File: src/rtl/theremin_filter_pkg.sv
// theremin_filter_pkg: shared types and helpers for the multichannel IIR period filter
// Optional rounding is enabled by THEREMIN_IIR_ROUNDING_EN (see iir_pow2_stage_alu).
package theremin_filter_pkg;

    typedef enum logic [1:0] {IDLE, RUN, COMMIT} filter_state_t;

    // Wide enough for the 16-channel / 16-stage upper limits.
    typedef logic [3:0] ch_idx_t;
    typedef logic [3:0] st_idx_t;

    function automatic logic [63:0] extend_period(input logic [63:0] period, input int shift);
        return period << shift;
    endfunction

    function automatic int round_bias(input int shift);
        return (shift > 0) ? (1 << (shift - 1)) : 0;
    endfunction

endpackage

File: src/rtl/theremin_multichannel_iir_period_filter_alu.sv
// iir_pow2_stage_alu: combinational single IIR stage, next = state + ((src - state) >>> k)
// THEREMIN_IIR_ROUNDING_EN adds half an LSB of the shifted result before the shift.
module iir_pow2_stage_alu
    import theremin_filter_pkg::*;
#(
    parameter int DATA_BITS         = 28,
    parameter int FILTER_SHIFT_BITS = 8
) (
    input  logic [DATA_BITS-1:0] state,
    input  logic [DATA_BITS-1:0] src,
    output logic [DATA_BITS-1:0] next
);

`ifdef THEREMIN_IIR_ROUNDING_EN
    localparam logic signed [DATA_BITS+1:0] BIAS = (DATA_BITS+2)'(round_bias(FILTER_SHIFT_BITS));
`else
    localparam logic signed [DATA_BITS+1:0] BIAS = '0;
`endif

    // Two guard bits keep the biased difference from wrapping.
    logic signed [DATA_BITS+1:0] diff;
    logic signed [DATA_BITS+1:0] step;

    assign diff = $signed({2'b00, src}) - $signed({2'b00, state}) + BIAS;
    assign step = diff >>> FILTER_SHIFT_BITS;
    assign next = state + step[DATA_BITS-1:0];

endmodule

File: src/rtl/theremin_multichannel_iir_period_filter.sv
// theremin_multichannel_iir_period_filter: time-multiplexed cascaded IIR smoothing of N period channels
// Optional round-half-up stage arithmetic via THEREMIN_IIR_ROUNDING_EN.
module theremin_multichannel_iir_period_filter
    import theremin_filter_pkg::*;
#(
    parameter int CHANNELS          = 4,
    parameter int PERIOD_BITS       = 16,
    parameter int DATA_BITS         = 28,
    parameter int FILTER_SHIFT_BITS = 8,
    parameter int MAX_STAGES        = 4,
    localparam int SW = (MAX_STAGES > 1) ? $clog2(MAX_STAGES) : 1,
    localparam int CW = (CHANNELS > 1) ? $clog2(CHANNELS) : 1,
    localparam int IW = (CHANNELS * MAX_STAGES > 1) ? $clog2(CHANNELS * MAX_STAGES) : 1
) (
    input  logic                            CLK,
    input  logic                            RESET,
    input  logic                            SAMPLE_STROBE,
    input  logic [CHANNELS*PERIOD_BITS-1:0] PERIOD_IN,
    input  logic [CHANNELS-1:0]             CHANGE_FLAG_IN,
    input  logic [SW-1:0]                   MAX_STAGE,
    output logic [CHANNELS*DATA_BITS-1:0]   PERIOD_FILTERED,
    output logic [CHANNELS-1:0]             OUT_VALID,
    output logic                            BUSY,
    output logic                            OVERRUN
);

    filter_state_t fsm, fsm_next;
    ch_idx_t ch;
    st_idx_t st, last_st;
    logic [DATA_BITS-1:0] stage_q [CHANNELS*MAX_STAGES];
    logic [DATA_BITS-1:0] held [CHANNELS];
    logic [CHANNELS-1:0] primed;
    logic [IW-1:0] idx;
    logic [DATA_BITS-1:0] alu_src, alu_next;
    st_idx_t clamped;

    assign clamped = (int'(MAX_STAGE) >= MAX_STAGES) ? st_idx_t'(MAX_STAGES - 1) : st_idx_t'(MAX_STAGE);
    assign idx = IW'(int'(ch) * MAX_STAGES + int'(st));
    assign alu_src = (st == '0) ? held[ch[CW-1:0]] : stage_q[idx - IW'(1)];

    iir_pow2_stage_alu #(
        .DATA_BITS(DATA_BITS),
        .FILTER_SHIFT_BITS(FILTER_SHIFT_BITS)
    ) u_alu (
        .state(stage_q[idx]),
        .src(alu_src),
        .next(alu_next)
    );

    always_comb begin
        fsm_next = fsm;
        case (fsm)
            IDLE:    fsm_next = SAMPLE_STROBE ? RUN : IDLE;
            RUN:     fsm_next = (st == last_st && int'(ch) == CHANNELS - 1) ? COMMIT : RUN;
            default: fsm_next = IDLE;
        endcase
    end

    always_ff @(posedge CLK) begin
        if (RESET) begin
            fsm <= IDLE;
            ch <= '0;
            st <= '0;
            last_st <= '0;
            primed <= '0;
            BUSY <= 1'b0;
            OVERRUN <= 1'b0;
            OUT_VALID <= '0;
            PERIOD_FILTERED <= '0;
            for (int c = 0; c < CHANNELS; c++) held[c] <= '0;
            for (int i = 0; i < CHANNELS*MAX_STAGES; i++) stage_q[i] <= '0;
        end else begin
            fsm <= fsm_next;
            OUT_VALID <= '0;
            if (SAMPLE_STROBE && fsm != IDLE) OVERRUN <= 1'b1;
            case (fsm)
                IDLE: if (SAMPLE_STROBE) begin
                    BUSY <= 1'b1;
                    ch <= '0;
                    st <= '0;
                    last_st <= clamped;
                    for (int c = 0; c < CHANNELS; c++) begin
                        if (CHANGE_FLAG_IN[c]) begin
                            held[c] <= DATA_BITS'(extend_period(64'(PERIOD_IN[c*PERIOD_BITS +: PERIOD_BITS]), DATA_BITS - PERIOD_BITS));
                            // First flagged sample jumps every stage straight to the input.
                            if (!primed[c]) begin
                                primed[c] <= 1'b1;
                                for (int s = 0; s < MAX_STAGES; s++)
                                    stage_q[c*MAX_STAGES + s] <= DATA_BITS'(extend_period(64'(PERIOD_IN[c*PERIOD_BITS +: PERIOD_BITS]), DATA_BITS - PERIOD_BITS));
                            end
                        end
                    end
                end
                RUN: begin
                    if (primed[ch[CW-1:0]]) stage_q[idx] <= alu_next;
                    st <= (st == last_st) ? '0 : st + st_idx_t'(1);
                    ch <= (st == last_st) ? ch + ch_idx_t'(1) : ch;
                end
                default: begin
                    BUSY <= 1'b0;
                    OUT_VALID <= primed;
                    for (int c = 0; c < CHANNELS; c++)
                        PERIOD_FILTERED[c*DATA_BITS +: DATA_BITS] <= stage_q[c*MAX_STAGES + int'(last_st)];
                end
            endcase
        end
    end

endmodule

File: config.mk
export PLATFORM = sky130hd
export DESIGN_NAME = theremin_multichannel_iir_period_filter
export DESIGN_NICKNAME = d
export VERILOG_FILES = /design/src/rtl/theremin_filter_pkg.sv /design/src/rtl/theremin_multichannel_iir_period_filter_alu.sv /design/src/rtl/theremin_multichannel_iir_period_filter.sv
export SDC_FILE = /design/constraint.sdc
export NUM_CORES = 2
export LEC_CHECK = 0
export ABC_CLOCK_PERIOD_IN_PS = 15300
export BUFFER_PORTS_ARGS = -buffer_cell sky130_fd_sc_hd__buf_2
export CAP_MARGIN = 20
export CORE_MARGIN = 1.5
export CORE_UTILIZATION = 50
export CTS_CLUSTER_SIZE = 28
export DETAILED_ROUTE_END_ITERATION = 8
export PLACE_DENSITY = 0.77
export REMOVE_ABC_BUFFERS = 1
export SETUP_SLACK_MARGIN = 0.05
export SKIP_LAST_GASP = 1
export SYNTH_ARGS = -nofsm -noshare
export SYNTH_HDL_FRONTEND = slang
export SYNTH_SLANG_ARGS = --single-unit
File: constraint.sdc
create_clock -name CLK -period 15.3 [get_ports CLK]
set_input_delay 3.06 -clock CLK [delete_from_list [all_inputs] [get_ports CLK]]
set_output_delay 3.06 -clock CLK [all_outputs]
set_load 0.005 [all_outputs]
Yosys cells after proc, flatten, opt, wreduce, memory -nomap -nowiden
Memory sizes are Yosys's and may differ from the RTL's. A register that Yosys moved wholly into a read port is not among the register bits.
Cells that the tools add are included.
- word-level logic and storage cells: 158
- bits in latches: 0
- memory bits (writable): 512
- bits in read-only memories: 0
- input bits: 73
- memories: 2
- output and inout bits: 118
- register bits after elaboration: 22
- multipliers: 0
- divide/modulo/power cells: 0
- shift-type cells: 0
- reductions and logical operators: 21
- magnitude comparators: 1
- equal/unequal tests: 5
- add/subtract/negate cells: 9
- bitwise logic cells: 21
- multiplexer cells: 88
- memory list (memory ; words ; width ; read ports ; clocked after Yosys merged registers in ; write ports ; RTL line ; source):
    stage_q ; 16 ; 28 ; 6 ; 4 ; 16 ; theremin_multichannel_iir_period_filter.sv:30 ; logic [DATA_BITS-1:0] stage_q [CHANNELS*MAX_STAGES];
    held ; 4 ; 16 ; 1 ; 1 ; 4 ; theremin_multichannel_iir_period_filter.sv:31 ; logic [DATA_BITS-1:0] held [CHANNELS];
- operators with widths (kind ; count):
    28-bit two-way mux ; 18
    16-bit two-way mux ; 4
    1-bit two-way mux ; 54
    28-bit by 28-bit subtractor with 29-bit output ; 1
    28-bit adder ; 1
    28-bit OR reduction ; 1
    1-bit OR ; 20
    4-bit two-way mux ; 4
    4-bit one-hot mux with 2 select lines ; 2
    3-bit AND reduction ; 5
    4-bit by 1-bit adder with 4-bit output, second input constant ; 2
    4-bit by 2-bit adder with 4-bit output, first input constant ; 2
    2-bit two-way mux ; 3
    2-bit AND reduction ; 3
    3-bit by 2-bit adder with 4-bit output, first input constant ; 1
    4-bit adder ; 1
    4-bit by 2-bit == test with 1-bit output ; 1
    4-bit by 3-bit == test with 1-bit output, second input constant ; 1
    1-bit logical NOT ; 4
    4-bit logical NOT ; 1
    2-bit inequality test, second input constant ; 2
    2-bit one-hot mux with 2 select lines ; 1
    2-bit nonzero test ; 2
    4-bit by 1-bit subtractor with 4-bit output, second input constant ; 1
    other kinds (9) ; 10

Logic depth before layout (Yosys ltp)
- word-level depth: 8
- depth in mapped cells: 37
- mapped depth without buffers: 28

Hierarchy
A second synthesis with hierarchy kept.
- cells, all modules: 2927
- area total of the unflattened synthesis: 38211.6 um^2
- by module, submodules not included (module ; cells an instance ; sequential area each (um^2) ; instances ; area each (um^2)):
    theremin_multichannel_iir_period_filter ; 2515 ; 18097.4 ; 1 ; 35282.6
    iir_pow2_stage_alu ; 412 ; 0.0 ; 1 ; 2929.1

Worst setup path before layout
Ideal clock, no wire load.
- path type: register -> register
- start point: reg st[0]
- end point: mem stage_q[6][26], data pin
- arrival time: 8.433 ns
- setup time: 0.265 ns
- cell stages (with the launch flop): 36
- path buffers: 10
- required time: 15.035 ns
- clock period less this slack: 8.698 ns
- path slack: 6.602 ns
- cells stage by stage: dfxtp_1 > buf_2 > buf_2 > clkbuf_1 > buf_2 > buf_1 > buf_2 > inv_1 > ha_1 > clkbuf_1 > clkbuf_1 > clkbuf_1 > mux4_2 > a211oi_1 > a211oi_1 > ha_1 > a21o_1 > a21o_1 > a21oi_1 > o21a_1 > a21boi_0 > o21a_1 > o21ai_0 > nand2b_1 > a21oi_1 > xnor2_1 > ha_1 > o21ai_0 > a2111oi_0 > o21ai_0 > o31ai_1 > a211oi_1 > o21a_1 > nor3_1 > buf_2 > o21ai_0
- RTL lines (what ; RTL line ; source):
    start: declaration ; theremin_multichannel_iir_period_filter.sv:29 ; st_idx_t st, last_st;
    start signal: assignment ; theremin_multichannel_iir_period_filter.sv:96 ; st <= (st == last_st) ? '0 : st + st_idx_t'(1);
    end: declaration ; theremin_multichannel_iir_period_filter.sv:30 ;

==> run metrics <==
Combinational Power Share 29.5%; register bit count reported by yosys 648; CP delay by family, top compound AO/OA/AOI/OAI gates; Clock transition at path regs 60 ps; FF-to-FF Start st[0]; 1st-iter DRT viols 4265; First-pass DRT Iterations 8; endpoints failing setup 0; Synth Warn # 0; max_cap viols 0; Post-route DRC 0; Synth Flop Type edfxtp_1; final worst slack 5840 ps; Sw Ratio 33.94%; CTS tree done; Detailed Place HPWL 76.81 mm; first-pass GRT wire length 175.9 mm; vias per cell 6.990; Crit-path slowest cell ha_4; Leak 15.45 nW; share of layout cells above drive strength 1 29.02%; total number of vias 26410; post-CTS sizing 0; Die ar. 74200 um^2; PortBufs 190; pin slew with the least headroom to its limit 1122 ps; Worst Hold Class flop to flop; fin area 40900 um^2; Fin. Hold Viols 0; Layout Nets 2903; crit path time final 9460 ps; GRT Util Overall 32.71%; Unique masters post-synth 60; Starting Density 50.67%; crit path capture type flop; CP max FO 60; Area Growth Syn to Fin 12.70%; synthesized area per cell 13.78 um^2; critical path required time 15630 ps; delay of the slowest critical-path stage 930 ps; Clk Tree Root Cell clkbuf_16; Seq/Total Area, Yosys 49.87%; CTS max path bufs 3; Design Power 0.005444 W; antenna violations before repair 2; Worst Clk Skew 32.31 ps; VDD IR max 0.1047 mV; dpl cells 3630; placed cell areas 38450 um^2; Post-Layout Cell Count 3778; largest net degree at the start of global routing 119; Critical Path AT 9790 ps; Clock Sinks 648; RePlAce Congestion 0.9577; most frequent cells in the layout edfxtp_1 (512), mux4_2 (397), nor2_1 (356); die width 272.4 um; Seq pwr share 38.6%; GRT overflow 0; CTS Buf Count 73; setup_tns 0 ps; clk_lat worst skew 640 ps; worst slack, placed 6034 ps; Peak Freq 105.7 MHz; # IOs 191; EDFF count, synth 512; DRT Wirelength 121.3 mm; Sw Pwr 0.001848 W; Slew Limit Fails 0; htree depth 3; Post-Syn Instances 2633; DRT antenna net count 0; Core ar. 71610 um^2; Worst setup SP type flop; hold path start OVERRUN; Async SR Flop Fraction 0%; CP bufs+invs 2; Pwr Density 133.1 nW/um^2; CTS Hold Buffers Added 0; # Post-CTS Setup Buffers 0; Int Pwr 0.003596 W; period utilization 61.83%; mapped cell area 36290 um^2; clock power share 31.9%; status finished, final reports clean; Chip Height 272.4 um; commonest non-fill, non-tap cell in the layout edfxtp_1; Rel. slew slack 24.69%; most used cell, CP a211oi_1; crit path from st[0]; Rows 98; vias in the first global route 26310; RSZ-0062 raised after global routing false; per-cell routed wire length 32.11 um; path type of the worst setup path flop to flop
-- cell type report --
cell class | instances | area (um^2)
diodes | 2 | 5.005
multi-input cells | 1717 | 17270
flip-flops and latches | 648 | 18120
inverters | 44 | 165.2
clock buffers | 97 | 2024
repair buffers | 284 | 1838
fillers | 5570 | 30710
clock inverters | 36 | 292.8
well taps | 950 | 1189
-- cells in the mapped netlist (2+ instances only) --
cell type / count / area (um^2)
a211oi_1: 28 / 210.2
a21boi_0: 2 / 15.01
a21o_1: 18 / 135.1
a21oi_1: 49 / 245.2
a21oi_4: 2 / 32.53
a31oi_1: 2 / 12.51
and2_1: 27 / 168.9
and3_1: 36 / 225.2
and4_1: 3 / 26.28
buf_1: 53 / 198.9
buf_2: 6 / 30.03
clkbuf_1: 164 / 615.6
clkinv_1: 2 / 7.510
dfxtp_1: 136 / 2723
edfxtp_1: 512 / 15370
ha_1: 61 / 763.2
inv_1: 41 / 153.9
mux2i_1: 223 / 2232
mux4_2: 397 / 8941
nand2_1: 173 / 649.4
nand2b_1: 11 / 68.82
nand3_1: 17 / 85.08
nand3b_1: 2 / 15.01
nand4_1: 3 / 18.77
nor2_1: 357 / 1340
nor2b_1: 18 / 112.6
nor3_1: 12 / 60.06
o211ai_1: 2 / 15.01
o21a_1: 13 / 97.59
o21ai_0: 150 / 750.7
o21ai_1: 2 / 10.01
o21bai_1: 3 / 22.52
o22ai_1: 33 / 206.5
o31a_1: 2 / 17.52
o31ai_1: 2 / 15.01
or2_2: 3 / 18.77
xnor2_1: 25 / 219.0
xor2_1: 21 / 183.9
-- flip-flops by register name, indices dropped and copies added, names as in the netlist, named ones only --
| register | flops |
|---|---|
| OVERRUN | 1 |
| st | 4 |
| OUT_VALID | 4 |
| fsm | 2 |
| ch | 4 |
| BUSY | 1 |
| stage_q | 448 |
| held | 64 |
| PERIOD_FILTERED | 112 |
| last_st | 2 |
| primed | 4 |
-- power by group through the flow --
| stage | Combinational (W) | Sequential (W) | Clock [W] |
|---|---|---|---|
| 2_1_floorplan | 0.000998 | 0.00212 | 0 |
| 3_3_place_gp | 0.00143 | 0.00212 | 0 |
| 3_5_place_dp | 0.00150 | 0.00213 | 0 |
| 4_1_cts | 0.00151 | 0.00210 | 0.00174 |
| 5_1_grt | 0.00170 | 0.00211 | 0.00181 |
| 6_report | 0.00161 | 0.00210 | 0.00174 |
-- final timing paths --
path,cells after the start,end,slack (ps)
setup reg to reg,25,stage_q[7][24],5840
hold reg to reg,2,OVERRUN,480
hold / removal,2,OVERRUN,480
setup / recovery,25,stage_q[7][24],5840
-- stage by stage --
stage	utilization [%]	hold WS, ps
final	57.11	475.6
after CTS	56.93	490.6
after global placement	53.38	466.5
after global routing	57.11	494.9
after floorplan	-	436.0
after detailed placement	53.69	479.8
-- per-layer routing --
layer	wire length [um]	vias to the layer above	track usage [%]
met5	129	-	1.091
li1	-	10530	-
met2	56200	2285	50.94
met4	7122	4	17.06
met3	17050	447	8.825
met1	40810	13140	42.09
-- kinds of logic after synthesis --
kind of cell,share of synthesized area (%)
simple gates,7.765
fa+ha+maj,2.159
flops,49.87
xor+xnor,1.297
compound gates,5.300
buf+inv,2.814
mux,30.79
-- tightest hold or removal path: stages (launching register included) --
cell and delay (ps):
dfxtp_1 320, inv_1 50, a21oi_1 50
(Power assumes the default switching activity.)
